$ cat config.mk
export PLATFORM = sky130hd
export DESIGN_NAME = smpl_iter
export DESIGN_NICKNAME = d
export VERILOG_FILES = /design/src/rtl/smpl_iter.sv
export SDC_FILE = /design/constraint.sdc
export NUM_CORES = 1
export LEC_CHECK = 0
export ABC_CLOCK_PERIOD_IN_PS = 6750
export CAP_MARGIN = 30
export CORE_AREA = 2 2 312 314
export CTS_CLUSTER_DIAMETER = 200
export DETAILED_ROUTE_END_ITERATION = 7
export DIE_AREA = 0 0 314 316
export DONT_BUFFER_PORTS = 1
export PLACE_DENSITY = 0.32
export REMOVE_ABC_BUFFERS = 1
export SYNTH_ARGS = -nofsm -noshare
export SYNTH_HDL_FRONTEND = slang
export SYNTH_SLANG_ARGS = --single-unit
$ cat constraint.sdc
create_clock -name clk -period 6.75 [get_ports clk]
set_input_delay 1.35 -clock clk [delete_from_list [all_inputs] [get_ports clk]]
set_output_delay 1.35 -clock clk [all_outputs]
set_load 0.01 [all_outputs]
$ cat src/rtl/smpl_iter.sv
// smpl_iter - sample iterator.
// Walks every subsample position of a triangle's snapped bounding box in
// raster order and emits one candidate sample per cycle, with the triangle
// and colour, toward the sample test stage.
//
// Ports
//   clk               clock
//   rst               synchronous active-low reset (0 = reset)
//   tri_R13S          triangle vertices [vert][axis], signed fixed point
//   color_R13U        triangle colour [channel]
//   box_R13S          bounding box [corner][axis], corner 0 = LL, 1 = UR
//   validTri_R13H     triangle/box valid
//   subSample_RnnnnU  one-hot MSAA select: [0]=64x [1]=16x [2]=4x [3]=1x
//   screen_RnnnnS     screen w,h (informational only)
//   halt_RnnnnL       downstream ready (1 = advance)
//   halt_R13L         upstream ready (1 = accept)
//   tri_R14S          triangle held for the current sample
//   color_R14U        colour held for the current sample
//   sample_R14S       sample [axis]
//   validSamp_R14H    sample valid
//   smplCnt_R14U      samples emitted so far for this triangle, incl. this one
//   triDone_R14H      high with the last sample of a triangle
//
// state | meaning
// ------+--------------------------------------------------------------
// WAIT  | idle, ready for a triangle, no sample on the output
// TEST  | presenting a sample; advances when downstream is ready
module smpl_iter #(
  parameter int SIGFIG = 24,
  parameter int RADIX  = 10,
  parameter int VERTS  = 3,
  parameter int AXIS   = 3,
  parameter int COLORS = 3
) (
  input  logic                                      clk,
  input  logic                                      rst,
  input  logic [VERTS-1:0][AXIS-1:0][SIGFIG-1:0]    tri_R13S,
  input  logic [COLORS-1:0][SIGFIG-1:0]             color_R13U,
  input  logic [1:0][1:0][SIGFIG-1:0]               box_R13S,
  input  logic                                      validTri_R13H,
  input  logic [3:0]                                subSample_RnnnnU,
  input  logic [1:0][SIGFIG-1:0]                    screen_RnnnnS,
  input  logic                                      halt_RnnnnL,
  output logic                                      halt_R13L,
  output logic [VERTS-1:0][AXIS-1:0][SIGFIG-1:0]    tri_R14S,
  output logic [COLORS-1:0][SIGFIG-1:0]             color_R14U,
  output logic [1:0][SIGFIG-1:0]                    sample_R14S,
  output logic                                      validSamp_R14H,
  output logic [31:0]                               smplCnt_R14U,
  output logic                                      triDone_R14H
);

  typedef enum logic {WAIT = 1'b0, TEST = 1'b1} state_t;

  state_t                                r_state;
  state_t                                w_state_nxt;
  logic [VERTS-1:0][AXIS-1:0][SIGFIG-1:0] r_tri;
  logic [COLORS-1:0][SIGFIG-1:0]          r_color;
  logic [1:0][1:0][SIGFIG-1:0]            r_box;
  logic signed [SIGFIG-1:0]               r_x, r_y;
  logic signed [SIGFIG-1:0]               w_x_nxt, w_y_nxt;
  logic [31:0]                            r_cnt, w_cnt_nxt, w_cnt_inc;
  logic signed [SIGFIG-1:0]               w_ss;
  logic signed [SIGFIG-1:0]               w_llx, w_lly, w_urx, w_ury;
  logic                                   w_x_more, w_y_more, w_last;
  logic                                   w_load;
  logic                                   w_unused;

  // Screen size is carried for downstream stages only; nothing is clipped here.
  assign w_unused = ^screen_RnnnnS;

  assign w_llx = r_box[0][0];
  assign w_lly = r_box[0][1];
  assign w_urx = r_box[1][0];
  assign w_ury = r_box[1][1];

  // Step is one subsample pitch; lowest set bit wins, no bits set means 1x.
  always_comb begin
    w_ss = SIGFIG'(1) << RADIX;
    if (subSample_RnnnnU[0])      w_ss = SIGFIG'(1) << (RADIX - 3);
    else if (subSample_RnnnnU[1]) w_ss = SIGFIG'(1) << (RADIX - 2);
    else if (subSample_RnnnnU[2]) w_ss = SIGFIG'(1) << (RADIX - 1);
  end

  // "Last" means no further advance is possible. For a legal snapped box this
  // is exactly x==UR.x && y==UR.y; for an inverted box it makes the LL sample
  // the only one, so the walk cannot run away.
  assign w_x_more = (r_x < w_urx);
  assign w_y_more = (r_y < w_ury);
  assign w_last   = !w_x_more && !w_y_more;

  assign w_cnt_inc = (r_cnt == 32'hFFFF_FFFF) ? r_cnt : r_cnt + 32'd1;

  assign halt_R13L = (r_state == WAIT) || (w_last && halt_RnnnnL);
  assign w_load    = halt_R13L && validTri_R13H;

  always_comb begin
    w_state_nxt = r_state;
    w_x_nxt     = r_x;
    w_y_nxt     = r_y;
    w_cnt_nxt   = r_cnt;
    if (w_load) begin
      w_state_nxt = TEST;
      w_x_nxt     = box_R13S[0][0];
      w_y_nxt     = box_R13S[0][1];
      w_cnt_nxt   = 32'd1;
    end else if (r_state == TEST && halt_RnnnnL) begin
      if (w_last) begin
        w_state_nxt = WAIT;
      end else if (w_x_more) begin
        w_x_nxt   = r_x + w_ss;
        w_cnt_nxt = w_cnt_inc;
      end else begin
        w_x_nxt   = w_llx;
        w_y_nxt   = r_y + w_ss;
        w_cnt_nxt = w_cnt_inc;
      end
    end
  end

  always_ff @(posedge clk) begin
    if (!rst) begin
      r_state <= WAIT;
      r_tri   <= '0;
      r_color <= '0;
      r_box   <= '0;
      r_x     <= '0;
      r_y     <= '0;
      r_cnt   <= '0;
    end else begin
      r_state <= w_state_nxt;
      r_x     <= w_x_nxt;
      r_y     <= w_y_nxt;
      r_cnt   <= w_cnt_nxt;
      if (w_load) begin
        r_tri   <= tri_R13S;
        r_color <= color_R13U;
        r_box   <= box_R13S;
      end
    end
  end

  assign tri_R14S       = r_tri;
  assign color_R14U     = r_color;
  assign sample_R14S[0] = r_x;
  assign sample_R14S[1] = r_y;
  assign validSamp_R14H = (r_state == TEST);
  assign smplCnt_R14U   = r_cnt;
  assign triDone_R14H   = validSamp_R14H && w_last;

endmodule

# --- Word level (Yosys, flattened, before mapping) ---
# Index checks and enable logic that the tools add are counted.
classes:
  n_addsub: 3
  n_lt_le_gt_ge: 2
  eq_ne: 4
  mux: 18
  bitwise_logic: 4
  n_reduce_logical: 16
op_table:
  columns: ["operator", "count"]
  rows:
  - ["2-to-1 mux 24 bit", 9]
  - ["adder 24 bit", 2]
  - ["less-than comparator 24 bit", 2]
  - ["adder 32 x 1 -> 32 bit (second input constant)", 1]
  - ["== test 32 bit (second input constant)", 1]
  - ["2-to-1 mux 11 bit", 2]
  - ["AND reduction 3 bit", 3]
  - ["2-to-1 mux 1 bit", 7]
  - ["logical AND 1 bit", 5]
  - ["!= test 2 x 1 -> 1 bit (second input constant)", 2]
  - ["inverter 1 bit", 4]
  - ["AND reduction 2 bit", 2]
  - ["nonzero test 2 bit", 2]
  - ["logical NOT 1 bit", 2]
  - ["!= test 2 bit (second input constant)", 1]
  - ["OR reduction 2 bit", 1]
  - ["logical OR 1 bit", 1]
word_totals:
  reg_bits: 441
  input_bits: 440
  out_inout_bits: 371
  elab_cells: 67

# --- Longest topological paths before layout ---
logic_depth:
  ltp_word: 8
  depth_mapped: 14
  mapped_depth_nobuf: 12

# --- Least setup slack after synthesis ---
# No wires, ideal clock.
synth_timing:
  kind: "input to register"
  startpoint: "input port subSample_RnnnnU[0]"
  endpoint: "register r_y[23]"
  setup_ns: 0.082
  arrival_ns: 3.430
  required_ns: 6.668
  path_slack_ns: 3.238
  stages: 11
  n_path_buf: 0
  path_cell_list: "nand2b_1 > fa_1 > nor2b_1 > o21ai_0 > a211oi_1 > and3_1 > and3_1 > nand3_1 > nor4_1 > nand3_1 > o2111ai_1"
synth_via:
  elab_chain_len: 6
synth_lines:
  columns: ["item", "line", "rtl"]
  rows:
  - ["start, declared", "41", "input logic [3:0] subSample_RnnnnU,"]
  - ["2-to-1 mux 24 bit", "80", "if (subSample_RnnnnU[0]) w_ss = SIGFIG'(1) << (RADIX - 3);"]
  - ["adder 24 bit", "115", "w_y_nxt = r_y + w_ss;"]
  - ["2-to-1 mux 24 bit", "110", "end else if (w_x_more) begin"]
  - ["2-to-1 mux 24 bit", "108", "if (w_last) begin"]
  - ["2-to-1 mux 24 bit", "107", "end else if (r_state == TEST && halt_RnnnnL) begin"]
  - ["2-to-1 mux 24 bit", "102", "if (w_load) begin"]
  - ["end signal, assigned", "133", "r_y <= w_y_nxt;"]
  - ["end, declared", "60", "logic signed [SIGFIG-1:0] r_x, r_y;"]
# No other way between the ends. The select of a mux whose other input is x is not followed.
# A chain may end at the register's enable or synchronous reset.

# --- Final worst setup path ---
layout_timing:
  startpoint: "register r_x[9]"
  endpoint: "output port halt_R13L"
layout_via:
  elab_chain_len: 5
layout_lines:
  columns: ["item", "line", "rtl"]
  rows:
  - ["start, declared", "60", null]
  - ["start signal, assigned", "132", "r_x <= w_x_nxt;"]
  - ["less-than comparator 24 bit", "88", "assign w_x_more = (r_x < w_urx);"]
  - ["logical NOT 1 bit", "90", "assign w_last = !w_x_more && !w_y_more;"]
  - ["logical AND 1 bit", "90", null]
  - ["logical AND 1 bit", "94", "assign halt_R13L = (r_state == WAIT) || (w_last && halt_RnnnnL);"]
  - ["logical OR 1 bit", "94", null]
  - ["end, declared", "44", "output logic halt_R13L,"]
# No other way between the ends.

==> out/metrics.csv <==
metric;value;unit
outcome;completed;
Cell Pwr Density;380;mW/mm^2
Peak VDD IR;0.000143;V
Core ar.;0.0960;sq mm
worst r2r dst;r_x[8];
Hold Path Cell Cnt;2;
first-pass GRT wire length;103;mm
synth warn;0;
hold_buf cts;0;
CP peak stage delay;0.63;ns
Post-Layout Inst Area;0.0213;sq mm
routed length per instance;20.1;microns
hold_sp;w_llx[4];
RSZ-0062 raised after global routing;no;
gr busiest metal;met2;
Routed WL;71.8;mm
max_slew headroom;34.4;%
number of CTS-inserted buffers;56;
worst path arrival time;3.91;ns
DRC Markers;0;
Fillers;10600;
share of power burned in the clock network;37.6;%
ANT nets after route;0;
Critical Path Most Common Cell;nand2_1;
worst path buffer plus inverter count;0;
clk_lat worst skew;0.64;ns
Switching Share;34.6;%
initial antenna violation count;9;
#FFs+latches synth;441;
GRT met3 Usage;6.09;%
Seq pwr share;42.1;%
Final #Nets;2743;
CTS H-tree depth;2;
Worst Setup End Kind;output pin;
port bufs;0;
Hold Path End;w_llx[4];
Remaining Overflow, GRT;0;
Cell variety after synth;59;
Critical-path top delay cell;a31oi_1;
GRT met2 Usage;23.1;%
commonest non-fill, non-tap cell in the layout;nand2_1;
GRT Total Usage;13.7;%
Max-Cap Viols;0;
# resized after CTS;0;
Startpoint Class;flip-flop;
Die W;314;microns
CP cell instances;ha_1 > a21oi_1 > o21a_1 > o221ai_1 > a31oi_1 > and3_1 > o21a_2 > nand2_1 > nand2_1;
dpl hpwl;51.9;mm
hold_ws;0.450;ns
commonest non-fill, non-tap cells in the layout;802 x nand2_1, 441 x dfxtp_1, 414 x a21oi_1, 63 x inv_1, 59 x nor2_1;
Pleak;7.60;nW
Critical Path RT;5.40;ns
Worst Skew;0.0315;ns
Internal;0.00529;W
Post-Synthesis Cells;2315;
sequential fraction of the synthesis area;48.8;%
largest net degree at the start of global routing;168;
row cnt;114;
Placed Area;0.0194;sq mm
Starting Density;18.8;%
CTS sink cnt;441;
Clock Pin Slew Worst Setup and Hold Paths;0.07;ns
gpl congestion;0.803;
fin. max-slew vios;0;
synthesized cell area;0.0181;sq mm
met1 Use GR;15.2;%
Core Util, Final;22.2;%
Logic pwr share;20.3;%
ys async rst share;0;%
reg2reg start;r_x[9];
sw power;0.00280;W
Setup violations, final;0;
share of cells above drive strength 1;6.03;%
Tightest Pin Transition;0.984;ns
R2R cell count;11;
hold crit path type;flip-flop to flip-flop;
f_max;190;MHz
postcts setup bufs;0;
Clock Tree Buf Depth;3;
pre-CTS WS;1.83;ns
DR vias;15700;
Tmin final;5.26;ns
Post-synth EDFFs;0;
synthesis-to-layout area growth;17.7;%
First-pass DRT Iterations;7;
CP Max Fanout;6;
critical path class;flip-flop to output pin;
setup slack after layout;1.49;ns
fin crit share;78.0;%
Die Footprint;0.0992;sq mm
DR iter-0 viols;777;
ys flop type;dfxtp_1;
kind of cell adding the most delay to the critical path;compound AO/OA/AOI/OAI gates;
area of the multi-input gates;0.00833;sq mm
vias in the first global route;15400;
Post-Route Setup TNS;0;ns
Avg Inst Size Synth;7.82;sq um
flop-to-flop setup slack;1.96;ns
Root Driver;clkbuf_16;
IO Count;811;
FF+latch area;0.00883;sq mm
Die H;316;microns
vias per inst;4.39;
Final Hold Viols;0;
CTS tree;done;
==> final cells by class <==
type                    count  area share, %
repair buffers             34           2.05
multi-input cells        1649           39.1
clock inverters            22           1.16
diodes                      6         0.0705
clock buffers              79           7.50
inverters                  64           1.16
well taps                1276           7.50
flip-flops and latches    441           41.5
==> synthesized netlist by cell type (16+ instances only) <==
master    number  share of area [%]
buf_2         79                2.2
nand2_1      802                 17
xnor2_1       16               0.77
nor2_1        60                1.2
ha_1          55                3.8
a21oi_1      414                 11
clkbuf_1      78                1.6
inv_1         63                1.3
or4_1         20               0.83
o31ai_1       20               0.83
a311oi_1      16               0.77
nand4_1       29                1.0
dfxtp_1      441                 49
o21ai_0       30               0.83
nand3_1       33               0.91
==> power groups by stage <==
stage          Clock [W]  Combinational, W  Sequential (W)
2_1_floorplan          0           0.00122         0.00330
3_3_place_gp           0           0.00164         0.00348
3_5_place_dp           0           0.00168         0.00348
4_1_cts          0.00317           0.00169         0.00343
5_1_grt          0.00326           0.00189         0.00346
6_report         0.00304           0.00164         0.00341
==> sequential cells by signal, summed over array words and instances, names as in the netlist <==
signal          cells
w_urx              24
tri_R14S          216
color_R14U         72
w_ury              24
r_x                24
r_y                24
smplCnt_R14U       32
validSamp_R14H      1
w_llx              24
==> stage by stage <==
step	power (W)	std cells
global route	0.00861	3569
global placement	0.00512	3458
detailed placement	0.00516	3463
finish	0.00809	3571
CTS	0.00828	3564
floorplan	0.00452	2154
==> per-layer routing <==
layer | wire (microns) | vias up
met5 | 44 | -
met4 | 2150 | 8
met3 | 7090 | 112
met2 | 34700 | 527
met1 | 27900 | 7370
li1 | - | 7663
==> kinds of logic after synthesis <==
group           count (synthesis)  share of synthesized area [%]
simple gates                 1014                           23.3
compound gates                549                           17.1
flops                         441                           48.8
buf+inv                       225                           5.34
fa+ha+maj                      57                           4.02
xor+xnor                       20                          0.968
mux                             9                          0.532
==> worst reg2reg max path: cells and delay by family (launching register included) <==
kind | cells | cell delay (ns)
AOI/OAI and AO/OA | 9 | 3.31
adders and majority gates | 1 | 0.32
buffers and inverters | 1 | 0.51
DFF | 1 | 0.57
==> worst max path at each step <==
stage / depth (start not counted) / to / start
5_1_grt: 9 / halt_R13L / r_x[9]
3_3_place_gp: 11 / r_x[15] / r_x[23]
6_report: 9 / halt_R13L / r_x[9]
3_5_place_dp: 11 / r_x[8] / r_x[9]
2_1_floorplan: 9 / smplCnt_R14U[10] / r_y[1]
4_1_cts: 9 / halt_R13L / r_x[9]
(Power assumes the default switching activity.)
